--- config.mk ---
export PLATFORM = sky130hd
export DESIGN_NAME = ibex_data_axi4l_bridge_flat
export DESIGN_NICKNAME = d
export VERILOG_FILES = /design/src/rtl/axi4l_if.sv /design/src/rtl/ibex_data_axi4l_bridge.sv /design/src/flat_wrapper.sv
export SDC_FILE = /design/constraint.sdc
export NUM_CORES = 1
export LEC_CHECK = 0
export CAP_MARGIN = 20
export CELL_PAD_IN_SITES_DETAIL_PLACEMENT = 0
export CELL_PAD_IN_SITES_GLOBAL_PLACEMENT = 2
export CORE_ASPECT_RATIO = 1.5
export CORE_UTILIZATION = 34
export CTS_CLUSTER_SIZE = 16
export DETAILED_ROUTE_END_ITERATION = 10
export DONT_BUFFER_PORTS = 1
export GPL_TIMING_DRIVEN = 0
export PLACE_DENSITY_LB_ADDON = 0.1
export SLEW_MARGIN = 10
export SYNTH_ARGS = -nofsm -noshare
export SYNTH_HDL_FRONTEND = slang
export SYNTH_SLANG_ARGS = --single-unit
--- constraint.sdc ---
create_clock -name aclk -period 3.55 [get_ports aclk]
set_clock_uncertainty 0.15 [all_clocks]
set_input_delay 0.8875 -clock aclk [delete_from_list [all_inputs] [get_ports aclk]]
set_output_delay 0.8875 -clock aclk [all_outputs]
set_load 0.01 [all_outputs]
--- src/rtl/axi4l_if.sv ---
// AXI4-Lite bus bundle. The master modport is the bridge side and the slave modport is the memory/peripheral side.
interface axi4l_if (
    input logic aclk
);
    logic [31:0] awaddr;
    logic        awvalid;
    logic        awready;
    logic [31:0] wdata;
    logic [3:0]  wstrb;
    logic        wvalid;
    logic        wready;
    logic [1:0]  bresp;
    logic        bvalid;
    logic        bready;
    logic [31:0] araddr;
    logic        arvalid;
    logic        arready;
    logic [31:0] rdata;
    logic [1:0]  rresp;
    logic        rvalid;
    logic        rready;

    modport master (
        input  aclk,
        output awaddr, awvalid, wdata, wstrb, wvalid, bready, araddr, arvalid, rready,
        input  awready, wready, bresp, bvalid, arready, rdata, rresp, rvalid
    );

    modport slave (
        input  aclk,
        input  awaddr, awvalid, wdata, wstrb, wvalid, bready, araddr, arvalid, rready,
        output awready, wready, bresp, bvalid, arready, rdata, rresp, rvalid
    );
endinterface

--- src/rtl/ibex_data_axi4l_bridge.sv ---
// Converts the Ibex data request/grant bus into AXI4-Lite master transactions.
// Only one transaction is outstanding at a time. The response returns to the core as a one-cycle rvalid pulse.
module ibex_data_axi4l_bridge #(
    parameter bit force_align = 1'b1
) (
    input  logic        aclk,
    input  logic        areset,
    input  logic        data_req_i,
    output logic        data_gnt_o,
    input  logic        data_we_i,
    input  logic [3:0]  data_be_i,
    input  logic [31:0] data_addr_i,
    input  logic [31:0] data_wdata_i,
    output logic        data_rvalid_o,
    output logic [31:0] data_rdata_o,
    output logic        data_err_o,
    axi4l_if.master     axi
);
    typedef enum logic [2:0] {IDLE, WR, WAIT_B, RD, WAIT_R} state_e;

    state_e      state_q, state_d;
    logic        aw_done_q, aw_done_d;
    logic        w_done_q, w_done_d;
    logic [31:0] addr_q, wdata_q;
    logic [3:0]  be_q;
    logic [31:0] bus_addr;

    assign data_gnt_o = data_req_i && (state_q == IDLE);
    assign bus_addr   = force_align ? {addr_q[31:2], 2'b00} : addr_q;

    // The valid and ready signals decode directly from registered state, so an async reset clears them at once.
    assign axi.awaddr  = bus_addr;
    assign axi.awvalid = (state_q == WR) && !aw_done_q;
    assign axi.wdata   = wdata_q;
    assign axi.wstrb   = be_q;
    assign axi.wvalid  = (state_q == WR) && !w_done_q;
    assign axi.bready  = (state_q == WAIT_B);
    assign axi.araddr  = bus_addr;
    assign axi.arvalid = (state_q == RD);
    assign axi.rready  = (state_q == WAIT_R);

    always_ff @(posedge aclk or posedge areset) begin
        if (areset) begin
            state_q   <= IDLE;
            aw_done_q <= 1'b0;
            w_done_q  <= 1'b0;
        end else begin
            state_q   <= state_d;
            aw_done_q <= aw_done_d;
            w_done_q  <= w_done_d;
        end
    end

    always_comb begin
        state_d   = state_q;
        aw_done_d = aw_done_q;
        w_done_d  = w_done_q;
        case (state_q)
            IDLE: begin
                aw_done_d = 1'b0;
                w_done_d  = 1'b0;
                if (data_req_i) state_d = data_we_i ? WR : RD;
            end
            WR: begin
                aw_done_d = aw_done_q | (axi.awvalid & axi.awready);
                w_done_d  = w_done_q  | (axi.wvalid  & axi.wready);
                if (aw_done_d && w_done_d) state_d = WAIT_B;
            end
            WAIT_B: if (axi.bvalid) state_d = IDLE;
            RD:     if (axi.arready) state_d = WAIT_R;
            WAIT_R: if (axi.rvalid) state_d = IDLE;
            default: state_d = IDLE;
        endcase
    end

    always_ff @(posedge aclk or posedge areset) begin
        if (areset) begin
            addr_q        <= '0;
            wdata_q       <= '0;
            be_q          <= '0;
            data_rvalid_o <= 1'b0;
            data_rdata_o  <= '0;
            data_err_o    <= 1'b0;
        end else begin
            data_rvalid_o <= 1'b0;
            if (data_gnt_o) begin
                addr_q  <= data_addr_i;
                wdata_q <= data_wdata_i;
                be_q    <= data_be_i;
            end
            // bresp/rresp bit 1 is set for SLVERR and DECERR and clear for OKAY and EXOKAY.
            if (state_q == WAIT_B && axi.bvalid) begin
                data_rvalid_o <= 1'b1;
                data_rdata_o  <= '0;
                data_err_o    <= axi.bresp[1];
            end else if (state_q == WAIT_R && axi.rvalid) begin
                data_rvalid_o <= 1'b1;
                data_rdata_o  <= axi.rdata;
                data_err_o    <= axi.rresp[1];
            end
        end
    end
endmodule

--- src/flat_wrapper.sv ---
// flat-port wrapper written by rule: the top's interface ports become plain ports
module ibex_data_axi4l_bridge_flat 
#(
    parameter bit force_align = 1'b1
)
  (aclk, areset, data_req_i, data_gnt_o, data_we_i, data_be_i, data_addr_i, data_wdata_i, data_rvalid_o, data_rdata_o, data_err_o, axi_awaddr, axi_awvalid, axi_wdata, axi_wstrb, axi_wvalid, axi_bready, axi_araddr, axi_arvalid, axi_rready, axi_awready, axi_wready, axi_bresp, axi_bvalid, axi_arready, axi_rdata, axi_rresp, axi_rvalid);
  axi4l_if axi_i (.aclk(aclk));
  input  logic aclk;
  input  logic areset;
  input  logic data_req_i;
  output logic data_gnt_o;
  input  logic data_we_i;
  input  logic [3:0] data_be_i;
  input  logic [31:0] data_addr_i;
  input  logic [31:0] data_wdata_i;
  output logic data_rvalid_o;
  output logic [31:0] data_rdata_o;
  output logic data_err_o;
  output wire logic [$bits(axi_i.awaddr)-1:0] axi_awaddr;
  output wire logic [$bits(axi_i.awvalid)-1:0] axi_awvalid;
  output wire logic [$bits(axi_i.wdata)-1:0] axi_wdata;
  output wire logic [$bits(axi_i.wstrb)-1:0] axi_wstrb;
  output wire logic [$bits(axi_i.wvalid)-1:0] axi_wvalid;
  output wire logic [$bits(axi_i.bready)-1:0] axi_bready;
  output wire logic [$bits(axi_i.araddr)-1:0] axi_araddr;
  output wire logic [$bits(axi_i.arvalid)-1:0] axi_arvalid;
  output wire logic [$bits(axi_i.rready)-1:0] axi_rready;
  input wire logic [$bits(axi_i.awready)-1:0] axi_awready;
  input wire logic [$bits(axi_i.wready)-1:0] axi_wready;
  input wire logic [$bits(axi_i.bresp)-1:0] axi_bresp;
  input wire logic [$bits(axi_i.bvalid)-1:0] axi_bvalid;
  input wire logic [$bits(axi_i.arready)-1:0] axi_arready;
  input wire logic [$bits(axi_i.rdata)-1:0] axi_rdata;
  input wire logic [$bits(axi_i.rresp)-1:0] axi_rresp;
  input wire logic [$bits(axi_i.rvalid)-1:0] axi_rvalid;
  assign axi_awaddr = axi_i.awaddr;
  assign axi_awvalid = axi_i.awvalid;
  assign axi_wdata = axi_i.wdata;
  assign axi_wstrb = axi_i.wstrb;
  assign axi_wvalid = axi_i.wvalid;
  assign axi_bready = axi_i.bready;
  assign axi_araddr = axi_i.araddr;
  assign axi_arvalid = axi_i.arvalid;
  assign axi_rready = axi_i.rready;
  assign axi_i.awready = axi_awready;
  assign axi_i.wready = axi_wready;
  assign axi_i.bresp = axi_bresp;
  assign axi_i.bvalid = axi_bvalid;
  assign axi_i.arready = axi_arready;
  assign axi_i.rdata = axi_rdata;
  assign axi_i.rresp = axi_rresp;
  assign axi_i.rvalid = axi_rvalid;
  ibex_data_axi4l_bridge #(.force_align(force_align)) u_core (.aclk(aclk), .areset(areset), .data_req_i(data_req_i), .data_gnt_o(data_gnt_o), .data_we_i(data_we_i), .data_be_i(data_be_i), .data_addr_i(data_addr_i), .data_wdata_i(data_wdata_i), .data_rvalid_o(data_rvalid_o), .data_rdata_o(data_rdata_o), .data_err_o(data_err_o), .axi(axi_i));
endmodule
==> results.py, run 1 <==
metrics = {
    "place": {
        "place_congestion": 0.738,
        "place_ws_ns": 0.824,
        "hpwlAfterDp_um": 7310,
        "io_buffers": 0,
    },
    "power": {
        "cellInternalPower_w": 0.00305,
        "cellLeakagePower_nw": 2.20,
        "p_seq_frac": 0.521,
        "pwr-share-comb": 0.289,
        "ir_worst_vdd_uv": 302,
        "clockPowerShare": 0.191,
        "switching_share": 0.365,
        "p_total_w": 0.00481,
        "p_sw_w": 0.00176,
        "powerDensity_nw_per_um2": 986,
    },
    "clocking": {
        "root_buffer": "clkbuf_16",
        "cts-resized-gates": 0,
        "post_cts_buffers": 0,
        "cts.sinks": 105,
        "htreeDepth": 3,
        "cts_made_buffers": 9,
        "cts_hold_buf": 0,
        "clk_pin_slew_ns": 0.07,
        "clock_latency_ns": 0.34,
        "cts_tree": "done",
        "clk_path_buf_depth": 2,
    },
    "global_routing": {
        "grtUsageTotal": 0.142,
        "grt_pass1_vias": 2539,
        "grt_pass1_wl_um": 14000,
        "overflow": 0,
        "grt_max_degree": 33,
        "antenna_found_initial": 0,
    },
    "timing": {
        "fin_crit_sh": 0.770,
        "period_needed_ns": 2.73,
        "worstMarginPinSlew_ns": 0.610,
        "setup_ws_ns": 0.816,
        "hold_viol_final": 0,
        "slew_viol_final": 0,
        "slew_headroom": 0.592,
        "rsz0062_at_grt": "no",
        "max_freq_ghz": 0.366,
        "tns_ns": 0,
        "setup_viol": 0,
    },
    "layout": {
        "diodes": 0,
        "multiInputGateArea_um2": 1320,
        "register_area_um2": 2630,
        "fin_nets": 448,
        "fin_util": 0.392,
        "fill_cells": 1205,
        "drive_above_1_share": 0.329,
        "area_growth_pct": 12.5,
    },
    "setup_path": {
        "path_class": "reg -> out",
        "cp-end-kind": "primary output",
        "cp_max_fo": 10,
        "slowest_delay_ns": 0.36,
        "worstPathRequired_ns": 2.51,
        "r2r-start": "u_core.state_q[0]",
        "cp_num_buf_inv": 3,
        "critPathTopFamily": "buffers and inverters",
        "crit_path_start": "u_core.state_q[0]",
        "cp_cell_sequence": "buf_4 -> nor4b_4 -> buf_4 -> buf_6",
        "critPathLaunchType": "register",
        "cpMaxStageDelayCell": "dfrtp_1",
        "crit_path_frequent_cell": "buf_4",
        "worstPathArrival_ns": 1.70,
    },
    "die": {
        "coreArea_um2": 12400,
        "die_w_um": 94.2,
        "dieArea_um2": 13200,
        "rows": 50,
        "io_pins": 253,
        "start_util": 0.348,
        "fp.dieH_um": 140,
    },
    "routing": {
        "routedWlPerCell_um": 18.7,
        "dr_total_vias": 2408,
        "routed_wl_um": 9290,
        "vias_per_cell": 4.85,
        "dr.pass1.iters": 4,
        "ant_nets": 0,
        "drc_errors": 0,
        "drt_iter0_drc": 41,
    },
    "min_path": {
        "min_path_type": "in -> async",
    },
    "synthesis": {
        "yosysSeqAreaShare": 0.606,
        "post-synth-top-area-fraction": 0.606,
        "netlist_top_cells_count": "105 x dfrtp_1, 41 x buf_4, 37 x mux2_2",
        "synthArstFlopShare": 1.00,
        "syn-mean-instance-area_um2": 13.6,
        "yosys_warnings": 0,
        "synth_top_cell_by_area": "dfrtp_1",
        "yosysUniqueCellTypes": 25,
        "syn_inst": 318,
        "synth_ff_type": "dfrtp_1",
        "synth_area_leaders": "dfrtp_1 61%, mux2_2 9.6%, mux2_1 7.5%",
        "post-synth-top-count-cell": "dfrtp_1",
        "ys_ff_latch": 105,
        "mappedNetlistArea_um2": 4340,
        "synth-edff-count": 0,
    },
    "run": {
        "drv_cap": 0,
    },
    "outcome": {
        "outcome": "finished, final reports clean",
    },
}
routing by layer:
layer	GRT usage	wire, um	vias up
li1	-	-	1089
met1	0.141	3080	1155
met2	0.251	5010	153
met3	0.0597	1030	11
met4	0.0656	168	0
met5	0	0	-
worst paths after layout:
kind / cells after the start / endpoint / slack [ns]
setup / recovery: 4 / data_gnt_o / 0.82
hold / removal: 1 / u_core.axi.wdata[14] / 0.33
setup reg to reg: 5 / u_core.addr_q[4] / 1.59
hold reg to reg: 2 / u_core.aw_done_q / 0.38
max in group asynchronous: 3 / u_core.axi.wdata[24] / 2.15
min in group aclk: 2 / u_core.aw_done_q / 0.38
power groups by stage:
stage          clock, W  combinational [W]  sequential [W]
2_1_floorplan         0            0.00124         0.00238
3_3_place_gp          0            0.00138         0.00255
3_5_place_dp          0            0.00143         0.00254
4_1_cts        0.000955            0.00142         0.00253
5_1_grt        0.000996            0.00153         0.00260
6_report       0.000916            0.00139         0.00250
flip-flops by register name, summed over array words and instances, names as in the netlist, 3 cells and up:
| signal | count |
|---|---|
| u_core.addr_q | 30 |
| u_core.axi.wdata | 32 |
| u_core.axi.wstrb | 4 |
| u_core.data_rdata_o | 32 |
| u_core.state_q | 3 |
through the flow:
| step | area [um2] | std cells | hold slack (ns) |
|---|---|---|---|
| 5_1_grt | 4880 | 496 | 0.372 |
| 3_3_place_gp | 4550 | 477 | 0.355 |
| 3_5_place_dp | 4610 | 480 | 0.364 |
| 6_report | 4880 | 496 | 0.331 |
| 4_1_cts | 4880 | 496 | 0.338 |
| 2_1_floorplan | 4350 | 321 | 0.335 |
cells in the final DEF (no fill, tap or decap), types with 3 or more instances in the layout:
master	count
dfrtp_1	105
a21oi_1	17
a22o_1	19
conb_1	4
buf_12	3
buf_2	8
buf_6	3
mux2_2	37
nor2_1	7
mux2_1	29
nor3_1	3
nor3b_1	3
buf_4	41
clkbuf_16	9
nand2_1	29
inv_1	3
final cells by class:
class / count / share of cell area
buffer: 52 / 0.0782
clock buffer: 10 / 0.0469
clock inverter: 6 / 0.00898
inverter: 4 / 0.00385
multi-input combinational: 160 / 0.271
sequential: 105 / 0.539
tap: 156 / 0.0400
timing repair buffer: 3 / 0.0123
kinds of logic after synthesis:
kind of cell / count (synthesis) / share of synthesized area
AO/OA/AOI/OAI: 38 / 0.0615
flip-flops: 105 / 0.606
multiplexers: 67 / 0.177
other: 1 / 0.000865
buffers and inverters: 56 / 0.0915
AND/OR/NAND/NOR: 51 / 0.0635
Power figures use the tool's default switching activity.
==> run 2, diff against run 1 <==
--- a/config.mk
+++ b/config.mk
@@ -9,7 +9,7 @@
 export CELL_PAD_IN_SITES_DETAIL_PLACEMENT = 0
 export CELL_PAD_IN_SITES_GLOBAL_PLACEMENT = 2
 export CORE_ASPECT_RATIO = 1.5
-export CORE_UTILIZATION = 34
+export CORE_UTILIZATION = 35
 export CTS_CLUSTER_SIZE = 16
 export DETAILED_ROUTE_END_ITERATION = 10
 export DONT_BUFFER_PORTS = 1
==> constraint.sdc (replaced) <==
create_clock -name aclk -period 2.7 [get_ports aclk]
set_clock_uncertainty 0.15 [all_clocks]
set_input_delay 0.675 -clock aclk [delete_from_list [all_inputs] [get_ports aclk]]
set_output_delay 0.675 -clock aclk [all_outputs]
set_load 0.01 [all_outputs]
==> run 2 against run 1 <==
  * Worst hold slack got worse by 0.26 ns
  * Wire length rose by 1.9%
  * Sequential share of layout area barely moved
  * Global-route usage rose by 0.66 points
  * Sequential power rose by 32%
  * Clock power rose by 33%
  * Register-to-register slack got worse by 0.82 ns
  * Critical endpoint unchanged
  * Non-clock buffer count did not move
  * Via count rose by 1.3%
  * Combinational power rose by 32%
  * Die area fell by 2.8%
  * Critical path type unchanged
  * Count of clock-buffer cells in the layout fell by 1
  * Largest cell class unchanged
==> results.py, run 2 (synthesized netlist as in run 1, its figures left out) <==
metrics = {
    "outcome": {
        "outcome": "finished, final reports clean",
    },
    "clocking": {
        "htreeDepth": 3,
        "root_buffer": "clkbuf_16",
        "cts_tree": "done",
        "clock_latency_ns": 0.33,
        "clk_path_buf_depth": 2,
        "post_cts_buffers": 0,
        "clk_pin_slew_ns": 0.07,
        "cts_made_buffers": 9,
        "cts_hold_buf": 0,
        "cts-resized-gates": 0,
        "cts.sinks": 105,
    },
    "routing": {
        "drt_iter0_drc": 52,
        "vias_per_cell": 4.94,
        "routed_wl_um": 9460,
        "m1WireLength_um": 3200,
        "routedWlPerCell_um": 19.2,
        "dr_wl_met3_um": 977,
        "dr_wl_met2_um": 5130,
        "dr_total_vias": 2439,
        "drc_errors": 0,
        "ant_nets": 0,
        "dr.pass1.iters": 4,
        "top_layer": "met4",
    },
    "layout": {
        "design_area_um2": 4880,
        "final_cell_mix": "105 x dfrtp_1, 41 x buf_4, 37 x mux2_2",
        "fin_nets": 448,
        "fin_cells": 494,
        "area_growth_pct": 12.6,
        "final_common_cell": "dfrtp_1",
        "fin_util": 0.406,
        "drive_above_1_share": 0.332,
    },
    "power": {
        "powerDensity_nw_per_um2": 1300,
        "p_total_w": 0.00635,
        "ir_worst_vdd_uv": 383,
        "cellLeakagePower_nw": 2.21,
    },
    "place": {
        "dp_cells": 477,
        "place_congestion": 0.737,
        "place_area_um2": 4600,
        "io_buffers": 0,
        "hpwlAfterDp_um": 7430,
    },
    "die": {
        "dieArea_um2": 12800,
        "fp.dieH_um": 138,
        "rows": 49,
        "io_pins": 253,
        "start_util": 0.361,
        "die_w_um": 92.9,
        "coreArea_um2": 12000,
    },
    "global_routing": {
        "grt_pass1_wl_um": 14600,
        "grt_pass1_vias": 2563,
        "grtUsageTotal": 0.149,
        "grt_max_degree": 35,
        "antenna_found_initial": 1,
        "overflow": 0,
    },
    "timing": {
        "max_freq_ghz": 0.400,
        "rsz0062_at_grt": "no",
        "setup_viol": 0,
        "period_needed_ns": 2.50,
        "slew_headroom": 0.629,
        "slew_viol_final": 0,
        "fin_crit_sh": 0.925,
        "worstMarginPinSlew_ns": 0.556,
        "holdWs_ns": 0.0689,
        "hold_viol_final": 0,
    },
    "setup_path": {
        "reg2reg_slack_ns": 0.77,
        "r2r-start": "u_core.state_q[0]",
        "crit_path_start": "u_core.state_q[0]",
        "r2r_cells": 5,
        "worstPathRequired_ns": 1.88,
        "cp-end-kind": "primary output",
        "cp_max_fo": 10,
        "critPathLaunchType": "register",
        "reg2reg_to": "u_core.addr_q[4]",
        "path_class": "reg -> out",
        "worstPathArrival_ns": 1.67,
    },
    "min_path": {
        "min_path_type": "in -> async",
    },
    "run": {
        "drv_cap": 0,
    },
}
run 2: changes by cell type in the layout (fill, tap and decap cells not counted):
cell	change
clkinv_2	+1
clkinvlp_4	-1
diode_2	+1
clkbuf_1	-1
clkinv_4	-2
inv_6	+3
run 2: final cells by class:
type	count	area (um2)
Fill cell	1157	7140
Sequential cell	105	2630
Multi-Input combinational cell	160	1320
Buffer	52	382
Clock buffer	9	225
Tap cell	153	191
Timing Repair Buffer	3	60.1
Clock inverter	7	50.0
Inverter	4	18.8
Antenna cell	1	2.50
run 2: how the worst max path moves through the flow:
stage          depth (start not counted)  slack (ns)                      end
2_1_floorplan                          1        0.62        u_core.addr_q[10]
3_3_place_gp                           1       -0.02  u_core.data_rdata_o[16]
3_5_place_dp                           3        0.41               data_gnt_o
4_1_cts                                4        0.12               data_gnt_o
5_1_grt                                4        0.09               data_gnt_o
6_report                               4        0.20               data_gnt_o
run 2: worst max-delay path, cell delays in order, from the launching register on:
cell and delay (ns):
dfrtp_1 0.36, buf_4 0.17, nor4b_4 0.35, buf_4 0.27, buf_6 0.19
run 2: where the power goes:
part	internal (W)	switching, W
logic	0.00104	0.000791
registers	0.00234	0.000949
clock network	0.000634	0.000590
run 2: metal layers:
metal,vias up,GRT usage
li1,1091,-
met1,1197,0.158
met2,141,0.262
met3,10,0.0589
met4,0,0.0543
met5,-,0
run 2: metrics by stage:
step | setup slack, ns | setup TNS [ns]
3_5_place_dp | 0.412 | 0
6_report | 0.203 | 0
2_1_floorplan | 0.615 | 0
3_3_place_gp | -0.0157 | -0.634
5_1_grt | 0.0890 | 0
4_1_cts | 0.121 | 0
